==> config.mk <==
export PLATFORM = sky130hd
export DESIGN_NAME = dsi_flat
export DESIGN_NICKNAME = d
export VERILOG_FILES = /design/src/rtl/dsi_if.sv /design/src/rtl/dsi.sv /design/src/flat_wrapper.sv
export SDC_FILE = /design/constraint.sdc
export NUM_CORES = 1
export LEC_CHECK = 0
export ABC_CLOCK_PERIOD_IN_PS = 4850
export BUFFER_PORTS_ARGS = -buffer_cell sky130_fd_sc_hd__buf_4
export CORE_AREA = 2 2 50 52
export DETAILED_ROUTE_END_ITERATION = 7
export DIE_AREA = 0 0 52 54
export GPL_ROUTABILITY_DRIVEN = 0
export PLACE_DENSITY = 0.72
export SLEW_MARGIN = 20
export SYNTH_ARGS = -nofsm -noshare
export SYNTH_HDL_FRONTEND = slang
export SYNTH_SLANG_ARGS = --single-unit
==> constraint.sdc <==
create_clock -name clk -period 4.85 [get_ports clk]
set_clock_uncertainty 0.1 [all_clocks]
set_input_delay 0.485 -clock clk [delete_from_list [all_inputs] [get_ports clk]]
set_output_delay 0.485 -clock clk [all_outputs]
set_load 0.02 [all_outputs]
==> src/rtl/dsi_if.sv <==
// dsi_if: sample/symbol bundle between the rail front end and the rate-4 decimator.
//   en         sample-accept qualifier
//   sync       phase realign (meaningful only with en)
//   hf_in      signed 2-bit high-rate sample
//   lf_out     signed 2-bit decimated symbol (held between strobes)
//   lf_valid   one-cycle strobe, lf_out carries a new symbol
//   frame_done one-cycle strobe on the last symbol of a frame
// master drives samples and observes symbols; slave is the decimator.
interface dsi_if;
  logic              en;
  logic              sync;
  logic signed [1:0] hf_in;
  logic signed [1:0] lf_out;
  logic              lf_valid;
  logic              frame_done;

  modport master (
    output en, sync, hf_in,
    input  lf_out, lf_valid, frame_done
  );

  modport slave (
    input  en, sync, hf_in,
    output lf_out, lf_valid, frame_done
  );
endinterface

==> src/rtl/dsi.sv <==
// dsi: rate-4 downsampler for one QAM receive rail (inverse of the 4x upsampler).
// Accepts one signed 2-bit sample per enabled clk and emits one signed 2-bit symbol
// per four accepted samples, either the sample at phase PICK (MODE=0) or the floored
// mean of the four (MODE=1). sync forces the current sample to phase 0. A symbol
// counter raises frame_done with the last symbol of every N_SYM-symbol frame.
// Ports:
//   clk  4x sample-rate clock
//   rst  synchronous active-low reset
//   bus  dsi_if.slave: en, sync, hf_in in; lf_out, lf_valid, frame_done out
// All outputs are registered.
module dsi #(
  parameter int MODE  = 1,
  parameter int PICK  = 0,
  parameter int N_SYM = 512
) (
  input  logic  clk,
  input  logic  rst,
  dsi_if.slave  bus
);

  localparam logic [1:0] PICK_PH  = 2'(PICK);
  localparam logic [9:0] LAST_SYM = 10'(N_SYM - 1);

  // Floored mean of a four-sample sum. The sum lies in -8..+4, so the
  // arithmetic shift always lands in -2..+1 and never needs saturation.
  function automatic logic signed [1:0] dump_mean(input logic signed [3:0] sum);
    return 2'(sum >>> 2);
  endfunction

  logic        [1:0] ph_q,   ph_d;
  logic signed [3:0] acc_q,  acc_d;
  logic signed [1:0] pick_q, pick_d;
  logic        [9:0] cnt_q,  cnt_d;
  logic signed [1:0] lf_q,   lf_d;
  logic              vld_q,  vld_d;
  logic              fd_q,   fd_d;

  logic signed [3:0] hf_ext;
  logic signed [3:0] sum4;

  assign hf_ext = {{2{bus.hf_in[1]}}, bus.hf_in};
  assign sum4   = acc_q + hf_ext;

  always_comb begin
    ph_d   = ph_q;
    acc_d  = acc_q;
    pick_d = pick_q;
    cnt_d  = cnt_q;
    lf_d   = lf_q;
    vld_d  = 1'b0;
    fd_d   = 1'b0;

    if (bus.en) begin
      if (bus.sync) begin
        // Realign: this sample opens a new symbol; any partial symbol,
        // including one that would complete on this edge, is dropped.
        acc_d = hf_ext;
        ph_d  = 2'd1;
        cnt_d = '0;
        if (PICK_PH == 2'd0) pick_d = bus.hf_in;
      end else begin
        acc_d = (ph_q == 2'd0) ? hf_ext : sum4;
        ph_d  = ph_q + 2'd1;
        if (ph_q == PICK_PH) pick_d = bus.hf_in;

        if (ph_q == 2'd3) begin
          // pick_q is not yet loaded when PICK is the completing phase,
          // so take the live sample in that case.
          if (MODE != 0)             lf_d = dump_mean(sum4);
          else if (PICK_PH == 2'd3)  lf_d = bus.hf_in;
          else                       lf_d = pick_q;
          vld_d = 1'b1;
          if (cnt_q == LAST_SYM) begin
            fd_d  = 1'b1;
            cnt_d = '0;
          end else begin
            cnt_d = cnt_q + 10'd1;
          end
        end
      end
    end
  end

  always_ff @(posedge clk) begin
    if (!rst) begin
      ph_q   <= '0;
      acc_q  <= '0;
      pick_q <= '0;
      cnt_q  <= '0;
      lf_q   <= '0;
      vld_q  <= 1'b0;
      fd_q   <= 1'b0;
    end else begin
      ph_q   <= ph_d;
      acc_q  <= acc_d;
      pick_q <= pick_d;
      cnt_q  <= cnt_d;
      lf_q   <= lf_d;
      vld_q  <= vld_d;
      fd_q   <= fd_d;
    end
  end

  assign bus.lf_out     = lf_q;
  assign bus.lf_valid   = vld_q;
  assign bus.frame_done = fd_q;

endmodule

==> src/flat_wrapper.sv <==
// flat-port wrapper written by rule: the top's interface ports become plain ports
module dsi_flat 
#(
  parameter int MODE  = 1,
  parameter int PICK  = 0,
  parameter int N_SYM = 512
)
  (clk, rst, bus_en, bus_sync, bus_hf_in, bus_lf_out, bus_lf_valid, bus_frame_done);
  dsi_if bus_i ();
  input  logic clk;
  input  logic rst;
  input wire logic [$bits(bus_i.en)-1:0] bus_en;
  input wire logic [$bits(bus_i.sync)-1:0] bus_sync;
  input wire logic [$bits(bus_i.hf_in)-1:0] bus_hf_in;
  output wire logic [$bits(bus_i.lf_out)-1:0] bus_lf_out;
  output wire logic [$bits(bus_i.lf_valid)-1:0] bus_lf_valid;
  output wire logic [$bits(bus_i.frame_done)-1:0] bus_frame_done;
  assign bus_i.en = bus_en;
  assign bus_i.sync = bus_sync;
  assign bus_i.hf_in = bus_hf_in;
  assign bus_lf_out = bus_i.lf_out;
  assign bus_lf_valid = bus_i.lf_valid;
  assign bus_frame_done = bus_i.frame_done;
  dsi #(.MODE(MODE), .PICK(PICK), .N_SYM(N_SYM)) u_core (.clk(clk), .rst(rst), .bus(bus_i));
endmodule
[Yosys cells after proc, flatten, opt, wreduce, memory -nomap -nowiden]
Index checks and enable logic that the tools add are counted.
Word-level totals
  flip-flop bits (word level): 20
  output and inout port bits: 4
  word-level logic and storage cells: 29
Operators by class
  add/sub/neg operators: 3
  equal/unequal tests: 2
  multiplexer cells: 8
  bitwise operators: 4
  reduce and logical (&&, ||, !) cells: 6
Operators with widths (number)
  $mux 10: 3
  $add 10x1->10 const B: 1
  $eq 10x9->1 const B: 1
  $mux 4: 2
  $add 4x2->4: 1
  $not 1->1: 4
  $reduce_or 4->1: 1
  $reduce_and 3->1: 1
  $reduce_or 3->1: 1
  $add 2x1->2 const B: 1
  $eq 2x2->1 const B: 1
  $logic_not 2->1: 1
  $mux 1: 2
  $mux 2: 1
  $reduce_and 2->1: 1
  $reduce_bool 2->1: 1

[Logic depth before layout (Yosys ltp)]
  depth after elaboration: 4
  gate-level depth with buffers: 6
  mapped depth without buffers: 6

[Worst setup path after synthesis]
Ideal clock, no wire load.
  path type: input to register
  start: input bus_hf_in[0]
  end: register u_core.acc_q[2]
  data arrival time: 1543 ps
  required time: 4684 ps
  setup slack: 3141 ps
  stages: 6
  path buffers: 0
  cell sequence: ha_1 -> fa_1 -> xnor2_1 -> o31ai_1 -> mux2i_1 -> nor2_1
On the way
  word-level cells in the longest chain between the ends: 3
RTL lines
  start, declared: RTL line flat_wrapper.sv:14  | input wire logic [$bits(bus_i.hf_in)-1:0] bus_hf_in;
  $add 4x2->4: RTL line dsi.sv:42  | assign sum4 = acc_q + hf_ext;
  $mux 4: RTL line dsi.sv:62  | acc_d = (ph_q == 2'd0) ? hf_ext : sum4;
  $mux 4: RTL line dsi.sv:54  | if (bus.sync) begin
  end signal, assigned: RTL line dsi.sv:87  | acc_q <= '0;
  end signal, assigned: RTL line dsi.sv:95  | acc_q <= acc_d;
  end, declared: RTL line dsi.sv:31  | logic signed [3:0] acc_q, acc_d;
No other way between the ends.
A chain may end at the register's enable or synchronous reset.

[Final worst setup path]
  start: register u_core.cnt_q[0]
  end: register u_core.cnt_q[9]
On the way
  word-level cells in the longest chain between the ends: 4
RTL lines
  start, declared: RTL line dsi.sv:33  | logic [9:0] cnt_q, cnt_d;
  start signal, assigned: RTL line dsi.sv:97  | cnt_q <= cnt_d;
  $add 10x1->10 or $eq 10x9->1 (tied branches): RTL line dsi.sv:77, dsi.sv:73
  $mux 10 (*): RTL line dsi.sv:73  | if (cnt_q == LAST_SYM) begin
  $mux 10 (*): RTL line dsi.sv:66  | if (ph_q == 2'd3) begin
  $mux 10 (*): RTL line dsi.sv:54
Every way passes the cells marked *; elsewhere a longest branch is shown, timed or not. The select of a mux whose other input is x is not followed.

==> results.md <==
* Sink Count at 20
* Highest Clock Rate at 574 MHz
* Hold Vio Cnt, Final at 0
* H-tree depth at 1
* Core Footprint at 0.00232 mm2
* Area share of the largest cell type after synthesis at 0.358
* Synth warnings at 0
* Worst-Margin Slew at 311 ps
* CP delay by family, top: simple AND/OR/NAND/NOR gates
* Clock Pin Slew Worst Setup and Hold Paths at 110 ps
* Post-route DRC at 0
* TNS Setup at 0 ps
* Power consumption at 0.306 mW
* Buffers on Ports at 9
* Crit path capture type: flip-flop
* Drt via density at 5.80
* CTS tree: built
* Final ANT Viol Nets at 0
* N_diodes at 0
* Hold slack at 368 ps
* Drt first pass iters at 4
* Setup CP Type: reg2reg
* Cells after Synth at 125
* Global router's overall resource usage at 0.177
* Post-Syn Area at 0.00112 mm2
* Post-CTS Hold Buffers at 0
* Setup-failing EPs final at 0
* Crit path largest cell delay at 420 ps
* Wirelength per Cell at 12.9 um
* Post-DP HPWL at 1600 um
* Post-CTS setup buffer count at 0
* Most numerous cell in the Yosys netlist: dfxtp_1
* RSZ-0062 raised after global routing: false
* Crit start category: flip-flop
* Sequential cell area fraction in the yosys report at 0.358
* Starting Density at 0.483
* Via count at 946
* Die W at 52 um
* Cell variety after synth at 47
* Post-cts resize count at 0
* Pin count of the biggest net entering global routing at 18
* Final Core Density at 0.532
* Clock Latency Late Sink at 290 ps
* Status: completed
* Hold crit path type: in2reg
* Std cell rows at 18
* Routed wire length at 2110 um
* CTS root buf: clkbuf_4
* Critical path arrival at 1840 ps
* EDFF count, synth at 0
* Initial antenna violation count at 0
* Initial drt markers at 21
* Final Critical Period at 1740 ps
* Mapped Nets at 138
* Max Slew Vio Count at 0
* Top cells by count, synth: dfxtp_1 (20), nor2_1 (11), nand2_1 (9)
* Most used DFF post-synth: dfxtp_1
* I/O pin count at 10
* WP data required at 4950 ps
* Die area at 0.00281 mm2
* Placed Cells at 159
* Yosys top cell by area: dfxtp_1
* Max VDD drop at 150 uV
* Filler instances at 237
* Critical-path cell list: ha_1 -> and3_1 -> nand4_4 -> nor4b_2 -> o22a_1
* First-pass GRT wire length at 3770 um
* Crit-path slowest cell: dfxtp_1
* Pwr dens at 248 mW/mm2
* Final period util at 0.359
* Die height at 54 um
* Synth async-reset ratio at 0
* P_leak at 0.510 nW
* Final Non-Filler Cells at 163
* Overflow after GRT at 0
* Synth-to-layout area growth at 10.2%
* Max_slew headroom at 0.792
* Fin nets at 147
* Max cap viols at 0
* Number of global-route vias before repair at 862
* Mapped Avg Cell Area at 8.96 um2
* Max clock buf depth at 2
* Synthesis-stage register bit count at 20
* Proportion of layout cells with a drive suffix above 1 at 0.165
* Synth area leaders: dfxtp_1 (36%), ha_1 (6.7%), nor2_1 (3.7%)
* Num CTS Buffers at 3
* Buffers & Inverters on Critical Path at 0
* Worst Path Max Fanout at 8
[metal layers]
layer | GRT usage | part of all wire
met1 | 0.224 | 0.47
met4 | 0.0833 | 0.011
met3 | 0.0278 | 0.029
met5 | 0 | 0
met2 | 0.295 | 0.48
[layout by cell type, fill, tap and decap left out, types with 2 or more instances in the layout]
cell      synthesis  layout
nand4_2           2       2
clkinv_1          2       2
ha_1              6       6
nor2_1           11      11
nand3_1           4       4
inv_1             6       6
buf_4             1       9
a211oi_1          2       2
or3_1             2       2
o22ai_1           2       2
a311oi_1          2       2
o21ai_0           6       6
nand3b_1          2       2
nand2_1           9       9
dfxtp_1          20      20
xnor2_1           4       4
a21oi_1           6       6
and3_1            2       2
a31oi_1           3       3
o21ai_1           3       3
and2_1            2       2
clkbuf_4          0       3
[power breakdown]
part / internal (mW) / total (mW) / switching, mW
Sequential: 0.168 / 0.171 / 0.00325
Clock: 0.0457 / 0.0945 / 0.0488
Combinational: 0.0173 / 0.0397 / 0.0224
Total: 0.231 / 0.306 / 0.0744
[per-stage QoR]
| stage | worst slack [ps] | cell area (um2) |
|---|---|---|
| floorplan | 3140 | 1120 |
| global placement | 2990 | 1200 |
| detailed placement | 2940 | 1200 |
| CTS | 3090 | 1230 |
| global route | 2990 | 1230 |
| finish | 3110 | 1230 |
[registers in the layout, indices dropped and copies added, names as in the netlist]
signal,flops
u_core.acc_q,4
u_core.bus.frame_done,1
u_core.bus.lf_out,2
u_core.bus.lf_valid,1
u_core.cnt_q,10
u_core.ph_q,2
[cells by family (layout without fill, tap and decap cells)]
| logic type | count (synthesis) | count (layout) | share of synthesized area |
|---|---|---|---|
| mux | 1 | 1 | 0.00894 |
| compound gates | 36 | 36 | 0.213 |
| fa+ha+maj | 7 | 7 | 0.0849 |
| simple gates | 43 | 43 | 0.249 |
| buf+inv | 14 | 22 | 0.0547 |
| xor+xnor | 4 | 4 | 0.0313 |
| flops | 20 | 20 | 0.358 |
[worst register-to-register path, stage by stage, from the launching register on]
cell and delay, ps:
dfxtp_1 420, ha_1 210, and3_1 330, nand4_4 200
nor4b_2 210, o22a_1 190
[area by class of cell]
class / count / area [um2] / share of cell area
sequential: 20 / 400 / 0.325
timing repair buffer: 9 / 67.6 / 0.0548
clock buffer: 4 / 36.3 / 0.0294
multi-input combinational: 91 / 658 / 0.533
inverter: 9 / 33.8 / 0.0274
tap: 30 / 37.5 / 0.0304
[path summary, 6_finish.rpt]
path / startpoint / end / slack [ps] / depth (start not counted)
max reg2reg: u_core.cnt_q[0] / u_core.cnt_q[9] / 3110 / 5
min: rst / u_core.ph_q[1] / 370 / 2
max: u_core.cnt_q[0] / u_core.cnt_q[9] / 3110 / 5
min reg2reg: u_core.cnt_q[9] / u_core.bus.frame_done / 390 / 1
Power figures use the tool's default switching activity.
